$ cat src/rtl/pipeline_ctrl_pkg.sv
// Shared types for the pipeline controller: redirect FSM states and the
// per-stage stall vector.
package pipeline_ctrl_pkg;

    typedef logic bit_t;

    typedef enum logic [1:0] {
        RD_IDLE,
        RD_TRAP,
        RD_BR
    } redir_state_t;

    typedef struct packed {
        bit_t if_;
        bit_t id;
        bit_t ex;
        bit_t mem;
    } stall_t;

endpackage

$ cat src/rtl/pipeline_ctrl_perf_counter.sv
// Free-running event counter; wraps silently at all-ones.
module perf_counter #(
    parameter int CNT_W = 32
) (
    input  logic             clk,
    input  logic             rst,
    input  logic             inc,
    output logic [CNT_W-1:0] value
);

    // Count one per cycle with inc high.
    always_ff @(posedge clk or posedge rst) begin
        if (rst) begin
            value <= '0;
        end else if (inc) begin
            value <= value + CNT_W'(1);
        end
    end

endmodule

$ cat src/rtl/pipeline_ctrl.sv
// Central pipeline controller: cumulative stall vector, trap/branch redirect
// holding, performance counters and a sticky stall watchdog.
//
// Redirect handshake: a redirect (trap or branch_flag high) is offered every
// cycle until a cycle where stall_if is low; that cycle is the one where the
// PC and pipeline registers consume it. A live trap always beats a branch.
module pipeline_ctrl
    import pipeline_ctrl_pkg::*;
#(
    parameter int CNT_W         = 32,
    parameter int STALL_TIMEOUT = 1024
) (
    input  logic             clk,
    input  logic             rst,
    input  logic             stallreq_if,
    input  logic             stallreq_id,
    input  logic             stallreq_ex,
    input  logic             stallreq_mem,
    input  logic             trap_req,
    input  logic [31:0]      trap_pc,
    input  logic             branch_req,
    input  logic [31:0]      branch_pc,
    output logic             stall_if,
    output logic             stall_id,
    output logic             stall_ex,
    output logic             stall_mem,
    output logic             trap,
    output logic             branch_flag,
    output logic [31:0]      redirect_pc,
    output logic [CNT_W-1:0] stall_cycles,
    output logic [CNT_W-1:0] redirect_count,
    output logic             stall_timeout
);

    localparam int RUN_W = (STALL_TIMEOUT > 1) ? $clog2(STALL_TIMEOUT + 1) : 1;
    localparam logic [RUN_W-1:0] RUN_MAX = RUN_W'(STALL_TIMEOUT);

    stall_t       stall;
    redir_state_t state, state_next;
    logic [31:0]  pend_pc, pend_pc_next;
    logic         consume;
    logic [RUN_W-1:0] run;

    // Stall propagates backwards: a stage stalls if it or any later stage asks.
    always_comb begin
        stall.mem = stallreq_mem;
        stall.ex  = stall.mem | stallreq_ex;
        stall.id  = stall.ex  | stallreq_id;
        stall.if_ = stall.id  | stallreq_if;
    end

    assign stall_mem = stall.mem;
    assign stall_ex  = stall.ex;
    assign stall_id  = stall.id;
    assign stall_if  = stall.if_;

    // Redirect state and held target register.
    always_ff @(posedge clk or posedge rst) begin
        if (rst) begin
            state   <= RD_IDLE;
            pend_pc <= '0;
        end else begin
            state   <= state_next;
            pend_pc <= pend_pc_next;
        end
    end

    // Flush outputs, redirect target and next redirect state.
    always_comb begin
        state_next   = state;
        pend_pc_next = pend_pc;
        trap         = trap_req | (state == RD_TRAP);
        branch_flag  = ~trap & (branch_req | (state == RD_BR));
        redirect_pc  = pend_pc;
        if (trap_req) begin
            redirect_pc = trap_pc;
        end else if (branch_req && !trap) begin
            redirect_pc = branch_pc;
        end
        consume = (trap | branch_flag) & ~stall.if_;
        if (consume) begin
            state_next = RD_IDLE;
        end else if (trap_req) begin
            // A new trap replaces any pending branch.
            state_next   = RD_TRAP;
            pend_pc_next = trap_pc;
        end else if (branch_req && state != RD_TRAP) begin
            state_next   = RD_BR;
            pend_pc_next = branch_pc;
        end
    end

    // Stall watchdog: length of the current stall_if run, saturating.
    always_ff @(posedge clk or posedge rst) begin
        if (rst) begin
            run           <= '0;
            stall_timeout <= 1'b0;
        end else if (!stall.if_) begin
            run <= '0;
        end else begin
            if (run != RUN_MAX) begin
                run <= run + RUN_W'(1);
            end
            if (STALL_TIMEOUT != 0 && (run + RUN_W'(1)) == RUN_MAX) begin
                stall_timeout <= 1'b1;
            end
        end
    end

    perf_counter #(.CNT_W(CNT_W)) u_stall_cnt (
        .clk   (clk),
        .rst   (rst),
        .inc   (stall.if_),
        .value (stall_cycles)
    );

    perf_counter #(.CNT_W(CNT_W)) u_redir_cnt (
        .clk   (clk),
        .rst   (rst),
        .inc   (consume),
        .value (redirect_count)
    );

endmodule

$ cat config.mk
export PLATFORM = sky130hd
export DESIGN_NAME = pipeline_ctrl
export DESIGN_NICKNAME = d
export VERILOG_FILES = /design/src/rtl/pipeline_ctrl_pkg.sv /design/src/rtl/pipeline_ctrl_perf_counter.sv /design/src/rtl/pipeline_ctrl.sv
export SDC_FILE = /design/constraint.sdc
export NUM_CORES = 1
export LEC_CHECK = 0
export BUFFER_PORTS_ARGS = -buffer_cell sky130_fd_sc_hd__buf_4
export CAP_MARGIN = 20
export CELL_PAD_IN_SITES_DETAIL_PLACEMENT = 1
export CELL_PAD_IN_SITES_GLOBAL_PLACEMENT = 1
export CORE_MARGIN = 5
export CORE_UTILIZATION = 42
export DETAILED_ROUTE_END_ITERATION = 8
export GPL_ROUTABILITY_DRIVEN = 0
export GPL_TIMING_DRIVEN = 0
export PLACE_DENSITY_LB_ADDON = 0.1
export SYNTH_ARGS = -nofsm -noshare
export SYNTH_HDL_FRONTEND = slang
export SYNTH_HIERARCHICAL = 1
export SYNTH_SLANG_ARGS = --single-unit
$ cat constraint.sdc
create_clock -name clk -period 5.9 [get_ports clk]
set_clock_uncertainty 0.05 [all_clocks]
set_input_delay 0.59 -clock clk [delete_from_list [all_inputs] [get_ports clk]]
set_output_delay 0.59 -clock clk [all_outputs]
set_load 0.01 [all_outputs]
# After elaboration in Yosys (flattened, before gate mapping)
# Index checks and enable logic that the tools add are counted.
# op_classes
add_sub_neg	3
multipliers	0
div_mod_pow	0
order_cmp	0
n_eq_ne	6
n_shift	0
muxes	9
bitwise	11
reduce_logical	7
# op_table
operator	n
32-bit two-way mux	4
32-bit by 1-bit adder with 32-bit output (second input constant)	2
11-bit two-way mux	2
11-bit by 1-bit adder with 11-bit output (second input constant)	1
11-bit equality test (second input constant)	1
11-bit inequality test (second input constant)	1
2-bit two-way mux	3
1-bit OR	6
2-bit by 1-bit inequality test with 1-bit output (second input constant)	2
2-bit AND reduction	2
1-bit inverter	3
3-bit nonzero test	1
1-bit AND	2
2-bit by 1-bit equality test with 1-bit output (second input constant)	1
2-bit equality test (second input constant)	1
1-bit logical AND	2
2-bit nonzero test	1
1-bit logical NOT	1
# word_totals
reg_bits	110
latchBits	0
mem_bits_rw	0
romBits	0
in_bits	72
output_inout_bits	103
wordCells	42
memories	0

# Logic depth before layout (Yosys ltp)
# depth
ltp_word	8
mapped_depth	7
mapped_depth_nobuf	7

# By module
# The synthesis kept the hierarchy.
# by_module_without_submodules
mod	instances	cells_each	area_each_um2	seq_area_each_um2
perf_counter	2	126	1510.2	800.8
pipeline_ctrl	1	342	2807.7	1151.1

# Worst setup path after synthesis
# No wires, ideal clock.
# synth_path
path_kind	input to register
from	input port stallreq_ex
to	register u_redir_cnt.value[25]
setup_ns	0.079
arrival_ns	2.450
slack_ns	3.321
path_stages	7
path_buffers	0
cell_sequence	or3_1 > nor2_4 > o31a_1 > and4_2 > nand3_4 > nor4_1 > xor2_1
# synth_between
elab_chain_cells	5
# synth_lines
element	line	rtl
from (decl)	pipeline_ctrl.sv:17	input logic stallreq_ex,
1-bit OR	pipeline_ctrl.sv:47	stall.ex = stall.mem | stallreq_ex;
1-bit OR	pipeline_ctrl.sv:48	stall.id = stall.ex | stallreq_id;
1-bit OR	pipeline_ctrl.sv:49	stall.if_ = stall.id | stallreq_if;
1-bit inverter	pipeline_ctrl.sv:80	consume = (trap | branch_flag) & ~stall.if_;
1-bit AND	pipeline_ctrl.sv:80	
via consume	pipeline_ctrl.sv:41	logic consume;
to (signal assigned)	pipeline_ctrl_perf_counter.sv:16	value <= value + CNT_W'(1);
to (decl)	pipeline_ctrl_perf_counter.sv:8	output logic [CNT_W-1:0] value
# The timed path passes the listed nets, and every way through them passes these cells.
# A chain may end at the register's enable or synchronous reset.

# Worst setup path after layout
# layout_path
from	register state[1]
to	output port redirect_pc[9]
# layout_between
elab_chain_cells	6
# layout_lines
element	line	rtl
from (decl)	pipeline_ctrl.sv:39	redir_state_t state, state_next;
from (signal assigned)	pipeline_ctrl.sv:63	state <= state_next;
2-bit by 1-bit equality test with 1-bit output	pipeline_ctrl.sv:72	trap = trap_req | (state == RD_TRAP);
1-bit OR	pipeline_ctrl.sv:72	
1-bit logical NOT	pipeline_ctrl.sv:77	end else if (branch_req && !trap) begin
1-bit logical AND	pipeline_ctrl.sv:77	
32-bit two-way mux	pipeline_ctrl.sv:77	
32-bit two-way mux	pipeline_ctrl.sv:75	if (trap_req) begin
to (decl)	pipeline_ctrl.sv:29	output logic [31:0] redirect_pc,
# No other way between the ends.

==> Implementation_results.wiki <==
{| class="wikitable"
! Metric !! Value
|-
| Cell with the largest stage delay on the worst path || sky130_fd_sc_hd__dfrtp_1
|-
| Number of setup buffers added after CTS || 0
|-
| Critical path, cell by cell || nand2b_1 > nand2_2 > buf_4 > mux2i_1 > o21ai_0 > buf_4
|-
| Share of the synthesized area in the top cell type || around 47%
|-
| Count of flip-flops with a built-in enable after synthesis || 0
|-
| Top cell type by total area after synthesis || sky130_fd_sc_hd__dfrtp_1
|-
| Number of unique standard cell types used by synthesis || between 40 and 50
|-
| Remaining design rule violation count || 0
|-
| Peak fanout along the critical path || 10
|-
| Relative area change from synthesis to final layout || 32.83%
|-
| Longest individual stage delay on the worst path || ~420 ps
|-
| Arrival time of the worst setup path || 2030 ps
|-
| Leading post-synthesis cells by cell area || sky130_fd_sc_hd__dfrtp_1, sky130_fd_sc_hd__nand2_1, sky130_fd_sc_hd__xor2_1, sky130_fd_sc_hd__mux2i_1, sky130_fd_sc_hd__xnor2_1
|-
| Post-Place Worst Slack || roughly 2900 ps
|-
| Sequential-to-total area share from yosys stat || around 47%
|-
| Worst slew pin tran || 568.7 ps
|-
| Setup-violating endpoint count in the final report || 0
|-
| Register area || ~0.0028 sq mm
|-
| Avg Synthesized Cell Area || slightly below 10 sq um
|-
| Number of standard cells after synthesis || between 500 and 600
|-
| Unrepaired setup endpoints after global routing || no
|-
| VDD IR max || approximately 0.16 mV
|-
| Crit share post-route || 45.22%
|-
| Vias after detailed routing || about 5,000
|-
| Die height || ~130 um
|-
| Maximum Capacitance Violations || 0
|-
| Effective utilization at floorplan || ~42%
|-
| Die outline area || about 0.016 sq mm
|-
| Cts bufs inserted || 9
|-
| Warning count from the yosys run || 6
|-
| Final design instance area without fill || ~0.0077 sq mm
|-
| Number of primary I/O pins || about 180
|-
| Max-slew violation total from the final report || 0
|-
| Leading cell types in the layout, fill and taps excluded || sky130_fd_sc_hd__buf_4, sky130_fd_sc_hd__dfrtp_1, sky130_fd_sc_hd__nand2_1, sky130_fd_sc_hd__nor2_1, sky130_fd_sc_hd__xor2_1
|-
| Final Net Count || approximately 860
|-
| Setup crit end kind || output port
|-
| Most instantiated flip-flop cell in the synthesis netlist || sky130_fd_sc_hd__dfrtp_1
|-
| Wire length after detailed routing || approximately 18,000 um
|-
| Row count || 43
|-
| Max-slew headroom at the worst pin || between 60 and 70%
|-
| Clock tree from TritonCTS || yes
|-
| Number of buffers inserted by port buffering || around 170
|-
| Count of inserted antenna diode cells || 0
|-
| Largest net degree at the start of global routing || 39
|-
| Nets in the synthesized netlist || around 670
|-
| Accumulated negative setup slack || 0 ps
|-
| Post-cts hold buffer count || 0
|-
| Final Hold Slack || between 100 and 150 ps
|-
| Clock slew seen by the registers of the worst setup and hold paths || ~80 ps
|-
| HPWL after detailed placement || roughly 13,000 um
|-
| Fill count || around 1,600
|-
| Number of DRC markers after the initial detailed-route iteration || 248
|-
| Insertion delay of the later-clocked pin in the worst-skew pair || about 350 ps
|-
| Horizontal die dimension || 127.8 um
|-
| Area of the multi-input gates || around 0.0029 sq mm
|-
| Placed Area || 0.007435 sq mm
|-
| Sink Count || 110
|-
| Final hold violation count || 0
|-
| Crit path required time || ~5300 ps
|-
| Worst Setup Path Type || register to output port
|-
| Detail-routed via count per cell || 5.330
|-
| Post-layout utilization of the core || 56.43%
|-
| GR Util All Layers || between 20% and 30%
|-
| Post-CTS resize count || 0
|-
| Global-route wire length before repair || around 29,000 um
|-
| Share of cells above drive strength 1 || between 30% and 40%
|-
| Grt total ovfl || 0
|-
| Static leakage || roughly 4.0 nW
|-
| Setup slack after layout || 3232 ps
|-
| Total core area || between 0.01 and 0.015 sq mm
|-
| Register bit count reported by yosys || 110
|-
| Max Buffers Root-to-Sink || 2
|-
| Vias in the first global route || 5,617
|-
| Commonest non-fill, non-tap cell in the layout || sky130_fd_sc_hd__buf_4
|-
| Achievable frequency || roughly 370 MHz
|-
| Post-Synthesis Cell Area || between 0.005 and 0.006 sq mm
|-
| Path category of the worst min-delay check || input port to async pin
|-
| Average wire per cell in the routed design || 18.14 um
|-
| Pwr dens || between 200 and 300 mW/mm^2
|-
| Clock root buffer master || sky130_fd_sc_hd__clkbuf_16
|-
| Result of the run || completed
|-
| Cell mode on critical path || sky130_fd_sc_hd__buf_4
|-
| Antenna violations before repair || 0
|-
| H-Tree Depth || 3
|-
| Share of synthesized registers carrying an async set or reset || 100.0%
|-
| Final critical path time including I/O delays and setup || approximately 2700 ps
|-
| Length of the first detailed-routing pass in iterations || 4
|-
| Critical path startpoint category || register
|-
| Number of nets with antenna violations after routing || 0
|}
-- per-layer routing --
layer / up-vias / GRT usage (%) / part of all wire (%)
met5: - / 0 / 0
met2: 126 / 37.46 / 51
li1: 2434 / - / -
met4: 0 / 4.494 / 1.5
met1: 2579 / 27.01 / 42
met3: 15 / 6.208 / 5.7
-- worst max-delay path: cells and delay by family, from the launching register on --
kind                   cells  cell delay, ps
AO/OA/AOI/OAI              1             120
buffers and inverters      2             470
flip-flops                 1             420
multiplexers               1             210
AND/OR/NAND/NOR            2             440
-- sequential cells by signal, summed over array words and instances (netlist names) --
name	flops
stall_timeout	1
pend_pc	32
u_stall_cnt/value	32
u_redir_cnt/value	32
state	2
run	11
-- cells by family after synthesis --
logic type / Yosys count / synth area share [%]
xor gates and xnor gates: 73 / 10.97
DFF: 110 / 47.23
adders and majority gates: 5 / 1.073
and+or+nand+nor: 257 / 23.74
AOI/OAI and AO/OA: 76 / 7.643
muxes: 34 / 5.882
buffers and inverters: 39 / 3.456
-- per-stage QoR --
step	std cells	total power, mW
final	967	2.183
after detailed placement	951	1.572
after floorplan	594	1.291
after global routing	967	2.318
after global placement	948	1.529
after CTS	967	2.210
-- report_power, final --
| part | internal (mW) | switching (mW) |
|---|---|---|
| Sequential | 0.855 | 0.108 |
| Combinational | 0.286 | 0.303 |
| Clock | 0.343 | 0.287 |
| Total | 1.48 | 0.698 |
-- cell type report --
class	count	area share [%]
Buffer	27	2.020
Clock buffer	10	3.087
Clock inverter	6	0.8728
Inverter	12	0.5819
Multi-Input combinational cell	445	37.13
Sequential cell	110	35.56
Tap cell	180	2.909
Timing Repair Buffer	177	17.84
-- Yosys cell counts (2+ instances only) --
cell type,number
sky130_fd_sc_hd__nor4_1,8
sky130_fd_sc_hd__mux2i_1,32
sky130_fd_sc_hd__nand2b_1,3
sky130_fd_sc_hd__nand4_4,2
sky130_fd_sc_hd__buf_2,8
sky130_fd_sc_hd__and3_1,8
sky130_fd_sc_hd__nand2_1,92
sky130_fd_sc_hd__a31oi_1,32
sky130_fd_sc_hd__nor4_4,4
sky130_fd_sc_hd__nand3_1,20
sky130_fd_sc_hd__clkbuf_1,9
sky130_fd_sc_hd__mux2_2,2
sky130_fd_sc_hd__nand3_2,2
sky130_fd_sc_hd__buf_4,8
sky130_fd_sc_hd__and2_1,4
sky130_fd_sc_hd__xnor2_1,34
sky130_fd_sc_hd__nand3_4,2
sky130_fd_sc_hd__dfrtp_1,110
sky130_fd_sc_hd__xor2_1,39
sky130_fd_sc_hd__nor4b_2,2
sky130_fd_sc_hd__inv_1,11
sky130_fd_sc_hd__nand4_1,9
sky130_fd_sc_hd__buf_6,2
sky130_fd_sc_hd__nor3b_1,2
sky130_fd_sc_hd__and4_4,4
sky130_fd_sc_hd__and4_2,2
sky130_fd_sc_hd__and4_1,6
sky130_fd_sc_hd__nor2_1,64
sky130_fd_sc_hd__a21oi_1,5
sky130_fd_sc_hd__nor3_1,14
sky130_fd_sc_hd__o21ai_0,34
sky130_fd_sc_hd__ha_1,5
-- final timing paths --
| path | slack [ps] | from | depth (start not counted) | to |
|---|---|---|---|---|
| max in group asynchronous | 5030 | rst | 3 | u_stall_cnt/value[14]$_DFFE_PP0P_ |
| setup reg to reg | 3590 | state[1]$_DFFE_PP0P_ | 7 | u_redir_cnt/value[25]$_DFFE_PP0P_ |
| min in group clk | 420 | u_stall_cnt/value[31]$_DFFE_PP0P_ | 1 | u_stall_cnt/value[31]$_DFFE_PP0P_ |
| hold / removal | 140 | rst | 2 | pend_pc[17]$_DFFE_PP0P_ |
| setup / recovery | 3230 | state[1]$_DFFE_PP0P_ | 6 | redirect_pc[9] |
| hold reg to reg | 420 | u_stall_cnt/value[31]$_DFFE_PP0P_ | 1 | u_stall_cnt/value[31]$_DFFE_PP0P_ |
Power figures use the tool's default switching activity.
